File: config.mk
export PLATFORM = sky130hd
export DESIGN_NAME = modinv_helper_double_mod
export DESIGN_NICKNAME = d
export VERILOG_FILES = /design/src/rtl/modinv_helper_pkg.sv /design/src/rtl/modinv_sub32_borrow.sv /design/src/rtl/modinv_helper_double_mod.sv
export SDC_FILE = /design/constraint.sdc
export NUM_CORES = 1
export LEC_CHECK = 0
export CORE_MARGIN = 2
export CORE_UTILIZATION = 40
export DETAILED_ROUTE_END_ITERATION = 7
export PLACE_DENSITY_LB_ADDON = 0.2
export SYNTH_ARGS = -nofsm -noshare
export SYNTH_HDL_FRONTEND = slang
export SYNTH_SLANG_ARGS = --single-unit
File: constraint.sdc
create_clock -name clk -period 5.95 [get_ports clk]
set_input_delay 1.4875 -clock clk [delete_from_list [all_inputs] [get_ports clk]]
set_output_delay 1.4875 -clock clk [all_outputs]
set_load 0.05 [all_outputs]
File: src/rtl/modinv_helper_pkg.sv
// Shared types and constants for the modular-invertor helper blocks.
package modinv_helper_pkg;

  typedef enum logic [1:0] {
    StIdle,
    StPass1,
    StDecide,
    StPass2
  } state_e;

  function automatic int unsigned clog2(input int unsigned v);
    int unsigned r;
    r = 0;
    while ((64'd1 << r) < 64'(v)) r++;
    return r;
  endfunction

  // One issue cycle per word plus one trailing consume cycle.
  function automatic int unsigned pass_cycles(input int unsigned n);
    return n + 1;
  endfunction

  function automatic int unsigned total_cycles(input int unsigned n);
    return 2 * pass_cycles(n) + 1;
  endfunction

endpackage

File: src/rtl/modinv_sub32_borrow.sv
// 32-bit subtractor with borrow in/out: diff = a - b - bin.
module modinv_sub32_borrow (
  input  logic [31:0] a,
  input  logic [31:0] b,
  input  logic        bin,
  output logic [31:0] diff,
  output logic        bout
);

  logic [32:0] full;

  always_comb begin
    full = {1'b0, a} - {1'b0, b} - {32'd0, bin};
    diff = full[31:0];
    bout = full[32];
  end

endmodule

File: src/rtl/modinv_helper_double_mod.sv
// In-place modular doubling s := 2s mod q over word-serial buffers; both candidates
// go to u (2s) and v (2s-q), the final borrow picks the winner copied back into s.
module modinv_helper_double_mod
  import modinv_helper_pkg::*;
#(
  parameter int unsigned OPERAND_NUM_WORDS = 8,
  parameter int unsigned OPERAND_ADDR_BITS = 3,
  parameter int unsigned BUFFER_NUM_WORDS  = 9,
  parameter int unsigned BUFFER_ADDR_BITS  = 4
) (
  input  logic                         clk,
  input  logic                         rst,
  input  logic                         ena,
  output logic                         rdy,
  output logic                         sel_sub,
  output logic [BUFFER_ADDR_BITS-1:0]  s_addr,
  input  logic [31:0]                  s_din,
  output logic                         s_wren,
  output logic [31:0]                  s_dout,
  output logic [OPERAND_ADDR_BITS-1:0] q_addr,
  input  logic [31:0]                  q_din,
  output logic [BUFFER_ADDR_BITS-1:0]  u_addr,
  input  logic [31:0]                  u_din,
  output logic                         u_wren,
  output logic [31:0]                  u_dout,
  output logic [BUFFER_ADDR_BITS-1:0]  v_addr,
  input  logic [31:0]                  v_din,
  output logic                         v_wren,
  output logic [31:0]                  v_dout
);

  localparam int unsigned PassCycles = pass_cycles(BUFFER_NUM_WORDS);
  localparam int unsigned CntBits    = clog2(PassCycles);
  localparam int unsigned LastCnt    = PassCycles - 1;

  state_e             state_q, state_d;
  logic [CntBits-1:0] cnt_q, cnt_d;
  logic               carry_q, borrow_q, sel_sub_q;

  logic [CntBits-1:0] word_idx;
  logic               issue, consume, last;
  logic [31:0]        dbl, q_word, diff;
  logic               bout;

  assign last     = (cnt_q == CntBits'(LastCnt));
  assign issue    = !last;
  assign consume  = (cnt_q != '0);
  assign word_idx = cnt_q - CntBits'(1);

  assign dbl    = {s_din[30:0], carry_q};
  // Words above the modulus width see q = 0.
  assign q_word = (32'(word_idx) < OPERAND_NUM_WORDS) ? q_din : 32'd0;

  modinv_sub32_borrow u_sub (
    .a    (dbl),
    .b    (q_word),
    .bin  (borrow_q),
    .diff (diff),
    .bout (bout)
  );

  always_ff @(posedge clk) begin
    if (rst) begin
      state_q   <= StIdle;
      cnt_q     <= '0;
      carry_q   <= 1'b0;
      borrow_q  <= 1'b0;
      sel_sub_q <= 1'b0;
    end else begin
      state_q <= state_d;
      cnt_q   <= cnt_d;
      if (state_q == StIdle) begin
        carry_q  <= 1'b0;
        borrow_q <= 1'b0;
      end else if (state_q == StPass1 && consume) begin
        carry_q  <= s_din[31];
        borrow_q <= bout;
      end
      // No final borrow means 2s >= q, so the subtracted candidate wins.
      if (state_q == StDecide) sel_sub_q <= ~borrow_q;
    end
  end

  always_comb begin
    state_d = state_q;
    cnt_d   = cnt_q;
    unique case (state_q)
      StIdle: begin
        if (ena) begin
          state_d = StPass1;
          cnt_d   = '0;
        end
      end
      StPass1: begin
        if (last) begin
          state_d = StDecide;
          cnt_d   = '0;
        end else begin
          cnt_d = cnt_q + CntBits'(1);
        end
      end
      StDecide: begin
        state_d = StPass2;
        cnt_d   = '0;
      end
      StPass2: begin
        if (last) begin
          state_d = StIdle;
          cnt_d   = '0;
        end else begin
          cnt_d = cnt_q + CntBits'(1);
        end
      end
      default: state_d = StIdle;
    endcase
  end

  always_comb begin
    s_addr = '0;
    s_wren = 1'b0;
    s_dout = '0;
    q_addr = '0;
    u_addr = '0;
    u_wren = 1'b0;
    u_dout = '0;
    v_addr = '0;
    v_wren = 1'b0;
    v_dout = '0;
    if (state_q == StPass1) begin
      if (issue) begin
        s_addr = BUFFER_ADDR_BITS'(cnt_q);
        if (32'(cnt_q) < OPERAND_NUM_WORDS) q_addr = OPERAND_ADDR_BITS'(cnt_q);
      end
      if (consume) begin
        u_addr = BUFFER_ADDR_BITS'(word_idx);
        v_addr = BUFFER_ADDR_BITS'(word_idx);
        u_wren = 1'b1;
        v_wren = 1'b1;
        u_dout = dbl;
        v_dout = diff;
      end
    end else if (state_q == StPass2) begin
      if (issue) begin
        if (sel_sub_q) v_addr = BUFFER_ADDR_BITS'(cnt_q);
        else           u_addr = BUFFER_ADDR_BITS'(cnt_q);
      end
      if (consume) begin
        s_addr = BUFFER_ADDR_BITS'(word_idx);
        s_wren = 1'b1;
        s_dout = sel_sub_q ? v_din : u_din;
      end
    end
  end

  assign rdy     = (state_q == StIdle);
  assign sel_sub = sel_sub_q;

endmodule
==> flow_summary_export.csv, run 1 <==
group,metric,value,unit
synthesis,synthAdderAreaFrac,0.200,
placed_design,place_inst,1055,
synthesis,synthSimpleGateAreaFrac,0.296,
synthesis,synth_cells,680,
synthesis,yosys_most_used_dff,"dfxtp_1",
run,max-cap-violations,0,
critical_path,worstPathArrival,4.39,ns
synthesis,synth_compound_area_frac,0.215,
critical_path,crit_type,"in2out",
synthesis,syn_avg_cell_area,6.36,sq um
drt,num_vias,5557,
layout,layout-drive-gt1-share,0.121,
drt,wirelength,16800,um
critical_path,critPathLaunchType,"primary input",
synthesis,async_flop_share,0,
die,core-area,0.0104,sq mm
die,fp-row-count,37,
worst_hold_path,hp-start,"borrow_q",
global_routing,grt_max_degree,62,
pwr,ir_drop,0.120,mV
status,outcome,"complete, no violations",
timing,worst_slew_pin_slew,1.05,ns
pwr,power.density,235,mW/mm^2
critical_path,r2r_start,"cnt_q[1]",
synthesis,synth_area,0.00433,sq mm
timing,fin_crit_sh,0.988,
synthesis,ys_seq_area_frac,0.0416,
global_routing,grt_pass1_vias,5557,
synthesis,synth_top_family_by_area,"simple AND/OR/NAND/NOR gates",
clock_network,holdBufCountCts,0,
drt,wl_per_cell,15.8,um
global_routing,overflow,0,
timing,hold_violations,0,
clock_network,cts_tree,"yes",
placed_design,gp_congestion,0.917,
timing,period_needed,5.88,ns
synthesis,synthDistinctLibCells,55,
clock_network,clk_pin_slew,0.04,ns
timing,drv_slew,0,
critical_path,path_cells,"clkdlybuf4s50_1 > and2_1 > ha_1 > inv_1 > ha_1 > nand4_1 > or4_4 > a211oi_4 > buf_6 > o21ai_1 > nand3_1 > nor3b_4 > buf_12",
layout,area_delta_synth_final,73.9,%
synthesis,synth_top_cell_by_area,"ha_1",
clock_network,root_buffer,"clkbuf_8",
synthesis,synth_edf_count,0,
die,start_util,0.415,
layout,layout.nets,1128,
critical_path,worstPathMaxFanout,3,
pwr,leakage,3.21,nW
placed_design,hpwl,13900,um
critical_path,slowest_stage,"or4_4",
layout,layout.cells.non_filler,1064,
placed_design,dpl_cell_area,0.00729,sq mm
synthesis,synth_nets,879,
timing,relSlewSlack,0.297,
critical_path,critPathMostFrequentCell,"ha_1",
synthesis,synth_xor_area_frac,0.0425,
synthesis,netlist.area_leader.share,0.191,
drt,drc,0,
worst_hold_path,hold_class,"reg2reg",
drt,vias_per_cell,5.22,
die,die_w,108,um
critical_path,cp-end-kind,"output pin",
synthesis,ys_ff_latch,9,
synthesis,synth_area_leaders,"ha_1, nor2_1, inv_1",
global_routing,antenna_found_initial,0,
drt,dr.pass1.iters,5,
critical_path,cp.required,4.46,ns
timing,fmax,170,MHz
timing,fin_skew,0.00582,ns
clock_network,cts_sinks,9,
critical_path,cp_slowest_stage_delay,0.59,ns
die,die-area,0.0117,sq mm
clock_network,clock_latency,0.23,ns
drt,drtIter0Drc,324,
timing,setup_viol,0,
placed_design,io_buffers,246,
layout,fin_area,0.00752,sq mm
synthesis,synth.area.mux_share,0.0833,
clock_network,cts_buffers,3,
global_routing,grt_pass1_wl,26100,um
global_routing,grt_use_total,0.276,
critical_path,cp-startpoint,"q_din[15]",
clock_network,htreeDepth,1,
clock_network,cts_buffer_depth,2,
die,io_pins,247,
die,fp.dieH,108,um
synthesis,ys.warnings.count,0,
layout,n_antenna_cell,0,
drt,detail-route-antenna-nets,0,
-- synth_stat cells, types with 6 or more instances --
| cell | n |
|---|---|
| ha_1 | 66 |
| a21o_1 | 17 |
| a21oi_1 | 42 |
| clkbuf_1 | 29 |
| o21ai_0 | 29 |
| and2_1 | 42 |
| nor3_1 | 16 |
| dfxtp_1 | 9 |
| nor2_1 | 108 |
| nand3_1 | 10 |
| o22ai_1 | 6 |
| xor2_1 | 10 |
| xnor2_1 | 11 |
| nand4_1 | 10 |
| inv_1 | 101 |
| nand2_1 | 43 |
| nor2b_1 | 8 |
| mux2i_1 | 36 |
| nand2b_1 | 10 |
-- stage by stage --
step | hold slack, ns | utilization | setup WS, ns | total power [mW] | TNS, ns
4_1_cts | 0.494 | 0.706 | 0.0272 | 1.71 | 0
6_report | 0.494 | 0.722 | 0.0713 | 1.77 | 0
5_1_grt | 0.537 | 0.722 | -0.0487 | 1.93 | -0.0654
2_1_floorplan | 0.438 | - | 0.0678 | 1.13 | 0
3_3_place_gp | 0.477 | 0.700 | 0.00558 | 1.60 | 0
3_5_place_dp | 0.478 | 0.700 | -0.0617 | 1.62 | -0.114
-- registers in the layout, summed over array words and instances (netlist names) --
signal / flops
borrow_q: 1
carry_q: 1
cnt_q: 4
sel_sub: 1
state_q: 2
-- what timing repair did --
item | CTS | global route
pin swaps | 0 | 10
gates resized for setup | 4 | 31
endpoints found under the setup margin | 6 | 15
buffers inserted | 0 | 5
-- where the power goes --
part           switching (mW)  internal, mW
clock                  0.0245        0.0467
sequential             0.0473        0.0726
combinational           0.884         0.693
total                   0.956         0.812
-- final timing paths --
path,to,slack [ns],depth (start not counted)
worst min register to register,sel_sub,0.49,1
worst max-delay path,v_dout[29],0.07,13
worst min-delay path,sel_sub,0.49,1
worst max register to register,borrow_q,2.18,15
-- logic make-up after synthesis --
group / count (synthesis)
xor gates and xnor gates: 21
AOI/OAI and AO/OA: 141
muxes: 36
adders and majority gates: 68
and+or+nand+nor: 267
DFF: 9
buffers and inverters: 138
-- critical path: cells and delay by family --
kind / cells / cell delay [ns]
fa+ha+maj: 2 / 0.55
buf+inv: 4 / 0.77
compound gates: 2 / 0.35
simple gates: 5 / 1.23
-- final cells by class --
type | instances | area (sq um)
sequential | 9 | 181
multi-input combinational | 533 | 3780
tap | 136 | 170
timing repair buffer | 281 | 2970
fill | 841 | 2890
inverter | 101 | 379
clock buffer | 4 | 45.0
-- layer usage --
layer / global-route usage / up-vias / share of wire
met5: 0 / - / 0
met4: 0.123 / 0 / 0.047
met3: 0.0410 / 46 / 0.059
met2: 0.521 / 223 / 0.51
met1: 0.303 / 2520 / 0.38
li1: - / 2768 / -
-- placed cells by master (no fill, tap or decap), drive strengths merged, types with 4 or more instances in the layout --
| cell | count |
|---|---|
| nor3b | 5 |
| a21oi | 43 |
| xnor2 | 11 |
| o22ai | 6 |
| o21a | 4 |
| nand3 | 10 |
| nor3 | 16 |
| mux2i | 36 |
| a31oi | 5 |
| or2 | 4 |
| a21o | 17 |
| ha | 66 |
| nor2 | 108 |
| a21boi | 4 |
| and2 | 42 |
| dfxtp | 9 |
| nand4 | 10 |
| o21ai | 32 |
| nand2 | 43 |
| inv | 101 |
| nand2b | 10 |
| xor2 | 10 |
| o211ai | 5 |
| nor2b | 8 |
| o21bai | 5 |
| clkdlybuf4s50 | 216 |
| buf | 65 |
| clkbuf | 4 |
Note: power is estimated with default switching activity, not from simulation.
==> run 2: changes to the inputs <==
--- a/config.mk
+++ b/config.mk
@@ -6,9 +6,10 @@
 export NUM_CORES = 1
 export LEC_CHECK = 0
 export CORE_MARGIN = 2
-export CORE_UTILIZATION = 40
+export CORE_UTILIZATION = 41
 export DETAILED_ROUTE_END_ITERATION = 7
 export PLACE_DENSITY_LB_ADDON = 0.2
 export SYNTH_ARGS = -nofsm -noshare
 export SYNTH_HDL_FRONTEND = slang
+export SYNTH_HIERARCHICAL = 1
 export SYNTH_SLANG_ARGS = --single-unit
==> flow_summary_export.csv, run 2 <==
group,metric,value,unit
timing,fin_skew,0.00207,ns
critical_path,slowest_stage,"clkdlybuf4s50_1",
clock_network,clk_pin_slew,0.04,ns
timing,hold_violations,0,
die,start_util,0.417,
placed_design,dpl_cell_area,0.00740,sq mm
global_routing,antenna_found_initial,0,
critical_path,r2r_setup_slack,1.91,ns
placed_design,hpwl,12400,um
synthesis,async_flop_share,0,
layout,layout-drive-gt1-share,0.125,
synthesis,yosys_most_used_dff,"dfxtp_1",
pwr,power.density,244,mW/mm^2
placed_design,dp_slack,-0.139,ns
drt,drc,0,
global_routing,grt_use_total,0.248,
critical_path,path_cells,"clkdlybuf4s50_1 > and2_1 > ha_1 > inv_1 > ha_1 > o21ai_0 > a21oi_1 > and4_1 > o221a_2 > o31ai_4 > o31ai_2 > xor2_1 > and3_1 > buf_12",
layout,top_register,"cnt_q",
global_routing,grt_pass1_vias,5260,
timing,relSlewSlack,0.266,
clock_network,cts_tree,"yes",
layout,largest_register_ffs,4,
timing,fmax,171,MHz
timing,setup_slack,0.105,ns
pwr,p_int,866,uW
worst_hold_path,hold_class,"reg2reg",
drt,wl_per_cell,15.2,um
drt,drtIter0Drc,218,
clock_network,cts_buffer_depth,2,
synthesis,syn_avg_cell_area,6.90,sq um
critical_path,cp-end-kind,"output pin",
drt,detail-route-antenna-nets,0,
global_routing,grt_max_degree,41,
critical_path,critPathMostFrequentCell,"ha_1",
timing,worst_slew_pin_slew,1.10,ns
worst_hold_path,whs_path_depth,1,
critical_path,r2r_start,"cnt_q[0]",
clock_network,cts_buffers,3,
die,fp.dieH,109,um
status,outcome,"complete, no violations",
worst_hold_path,hold_path_end,"sel_sub",
die,core-area,0.0107,sq mm
global_routing,grt_pass1_wl,24300,um
drt,wirelength,15700,um
timing,setup_viol,0,
worst_hold_path,hp-start,"borrow_q",
critical_path,reg2regPathDepth,16,
layout,layout.nets,1099,
timing,drv_slew,0,
layout,n_antenna_cell,0,
timing,period_needed,5.85,ns
synthesis,synth_area,0.00449,sq mm
drt,dr.pass1.iters,5,
die,io_pins,247,
global_routing,overflow,0,
synthesis,synth_common_cells,"inv_1, ha_1, and3_1",
synthesis,synth_most_common_cell,"inv_1",
synthesis,ys_seq_area_frac,0.0402,
layout,final_common_cell,"clkdlybuf4s50_1",
critical_path,critPathLaunchType,"primary input",
clock_network,cts_sinks,9,
die,fp-row-count,38,
pwr,power.total,1.87,mW
critical_path,worstPathArrival,4.36,ns
layout,fin_area,0.00765,sq mm
layout,mostFrequentLayoutCells,"clkdlybuf4s50_1, inv_1, and3_1",
critical_path,crit_type,"in2out",
synthesis,synth_edf_count,0,
layout,top_regs,"cnt_q: 4 flops, state_q: 2 flops",
die,die_w,109,um
clock_network,clock_latency,0.23,ns
critical_path,worstPathMaxFanout,4,
synthesis,ys_ff_latch,9,
placed_design,place_inst,1024,
drt,num_vias,5417,
critical_path,regToRegEndpoint,"borrow_q",
pwr,power.switching,999,uW
synthesis,synth_nets,853,
synthesis,synth_cells,650,
layout,area_delta_synth_final,70.5,%
placed_design,io_buffers,246,
pwr,ir_drop,0.269,mV
synthesis,netlist.area_leader.share,0.195,
pwr,switching_share,0.536,
timing,fin_crit_sh,0.982,
pwr,seqPwrFrac,0.060,
clock_network,root_buffer,"clkbuf_8",
timing,holdWs,0.488,ns
clock_network,holdBufCountCts,0,
placed_design,gp_congestion,0.941,
synthesis,synth_top_cell_by_area,"ha_1",
critical_path,cp.required,4.46,ns
pwr,leakage,3.45,nW
synthesis,ys.warnings.count,6,
die,die-area,0.0118,sq mm
pwr,pwr-share-clk,0.038,
clock_network,htreeDepth,1,
synthesis,synth_area_leaders,"ha_1, and3_1, inv_1",
drt,vias_per_cell,5.23,
layout,fillers,901,
pwr,p_comb_frac,0.902,
critical_path,cp_slowest_stage_delay,0.39,ns
synthesis,synthDistinctLibCells,66,
layout,layout.cells.non_filler,1035,
run,max-cap-violations,0,
-- run 2: cell type report --
class,instances,area (sq um),share of cell area
Clock buffer,4,45.0,0.00589
Inverter,106,398,0.0520
Multi-Input combinational cell,496,3840,0.501
Sequential cell,9,181,0.0237
Tap cell,140,175,0.0229
Timing Repair Buffer,280,3010,0.394
-- run 2: kinds of logic (layout without fill, tap and decap cells) --
kind of cell | Yosys count | count (layout) | share of synthesized area
flops | 9 | 9 | 0.0402
simple gates | 241 | 241 | 0.295
fa+ha+maj | 72 | 72 | 0.204
mux | 34 | 34 | 0.0762
buf+inv | 146 | 390 | 0.141
compound gates | 115 | 115 | 0.179
xor+xnor | 33 | 34 | 0.0644
-- run 2: layer usage --
metal / part of all wire / wire length (um) / GRT usage / up-vias
li1: - / - / - / 2687
met1: 0.40 / 6360 / 0.299 / 2507
met2: 0.51 / 8060 / 0.456 / 189
met3: 0.062 / 978 / 0.0356 / 34
met4: 0.021 / 330 / 0.0632 / 0
met5: 0 / 0 / 0 / -
-- run 2: how the worst max path moves through the flow --
stage / from / endpoint / slack, ns / cells past startpoint
6_report: q_din[12] / v_dout[25] / 0.10 / 14
5_1_grt: q_din[12] / v_dout[25] / -0.02 / 14
4_1_cts: q_din[0] / v_dout[21] / 0.0006 / 16
3_5_place_dp: q_din[0] / v_dout[31] / -0.14 / 14
3_3_place_gp: q_din[0] / v_dout[26] / -0.06 / 14
2_1_floorplan: q_din[0] / v_dout[25] / 0.36 / 13
-- run 2: power groups by stage --
stage / sequential [mW] / clock, mW / combinational (mW)
after detailed placement: 0.112 / 0 / 1.57
after global routing: 0.116 / 0.0749 / 1.82
after CTS: 0.111 / 0.0704 / 1.61
after floorplan: 0.0843 / 0 / 1.10
final: 0.113 / 0.0707 / 1.68
after global placement: 0.110 / 0 / 1.54
-- run 2: timing repair --
item / in CTS / in global routing
setup buffers: 1 / 5
gates resized for setup: 11 / 16
cloned: 0 / 1
setup endpoints to repair: 15 / 18
pin swaps: 5 / 17
-- run 2: critical path: cells and delay by family --
kind | cells | cell delay (ns)
xor gates and xnor gates | 1 | 0.17
and+or+nand+nor | 3 | 0.61
AOI/OAI and AO/OA | 5 | 0.90
adders and majority gates | 2 | 0.60
buffers and inverters | 3 | 0.59
-- run 2: through the flow --
stage / TNS (ns) / utilization
final: 0 / 0.712
after global routing: -0.0170 / 0.712
after CTS: 0 / 0.698
after detailed placement: -1.32 / 0.689
after global placement: -0.477 / 0.689
after floorplan: 0 / -
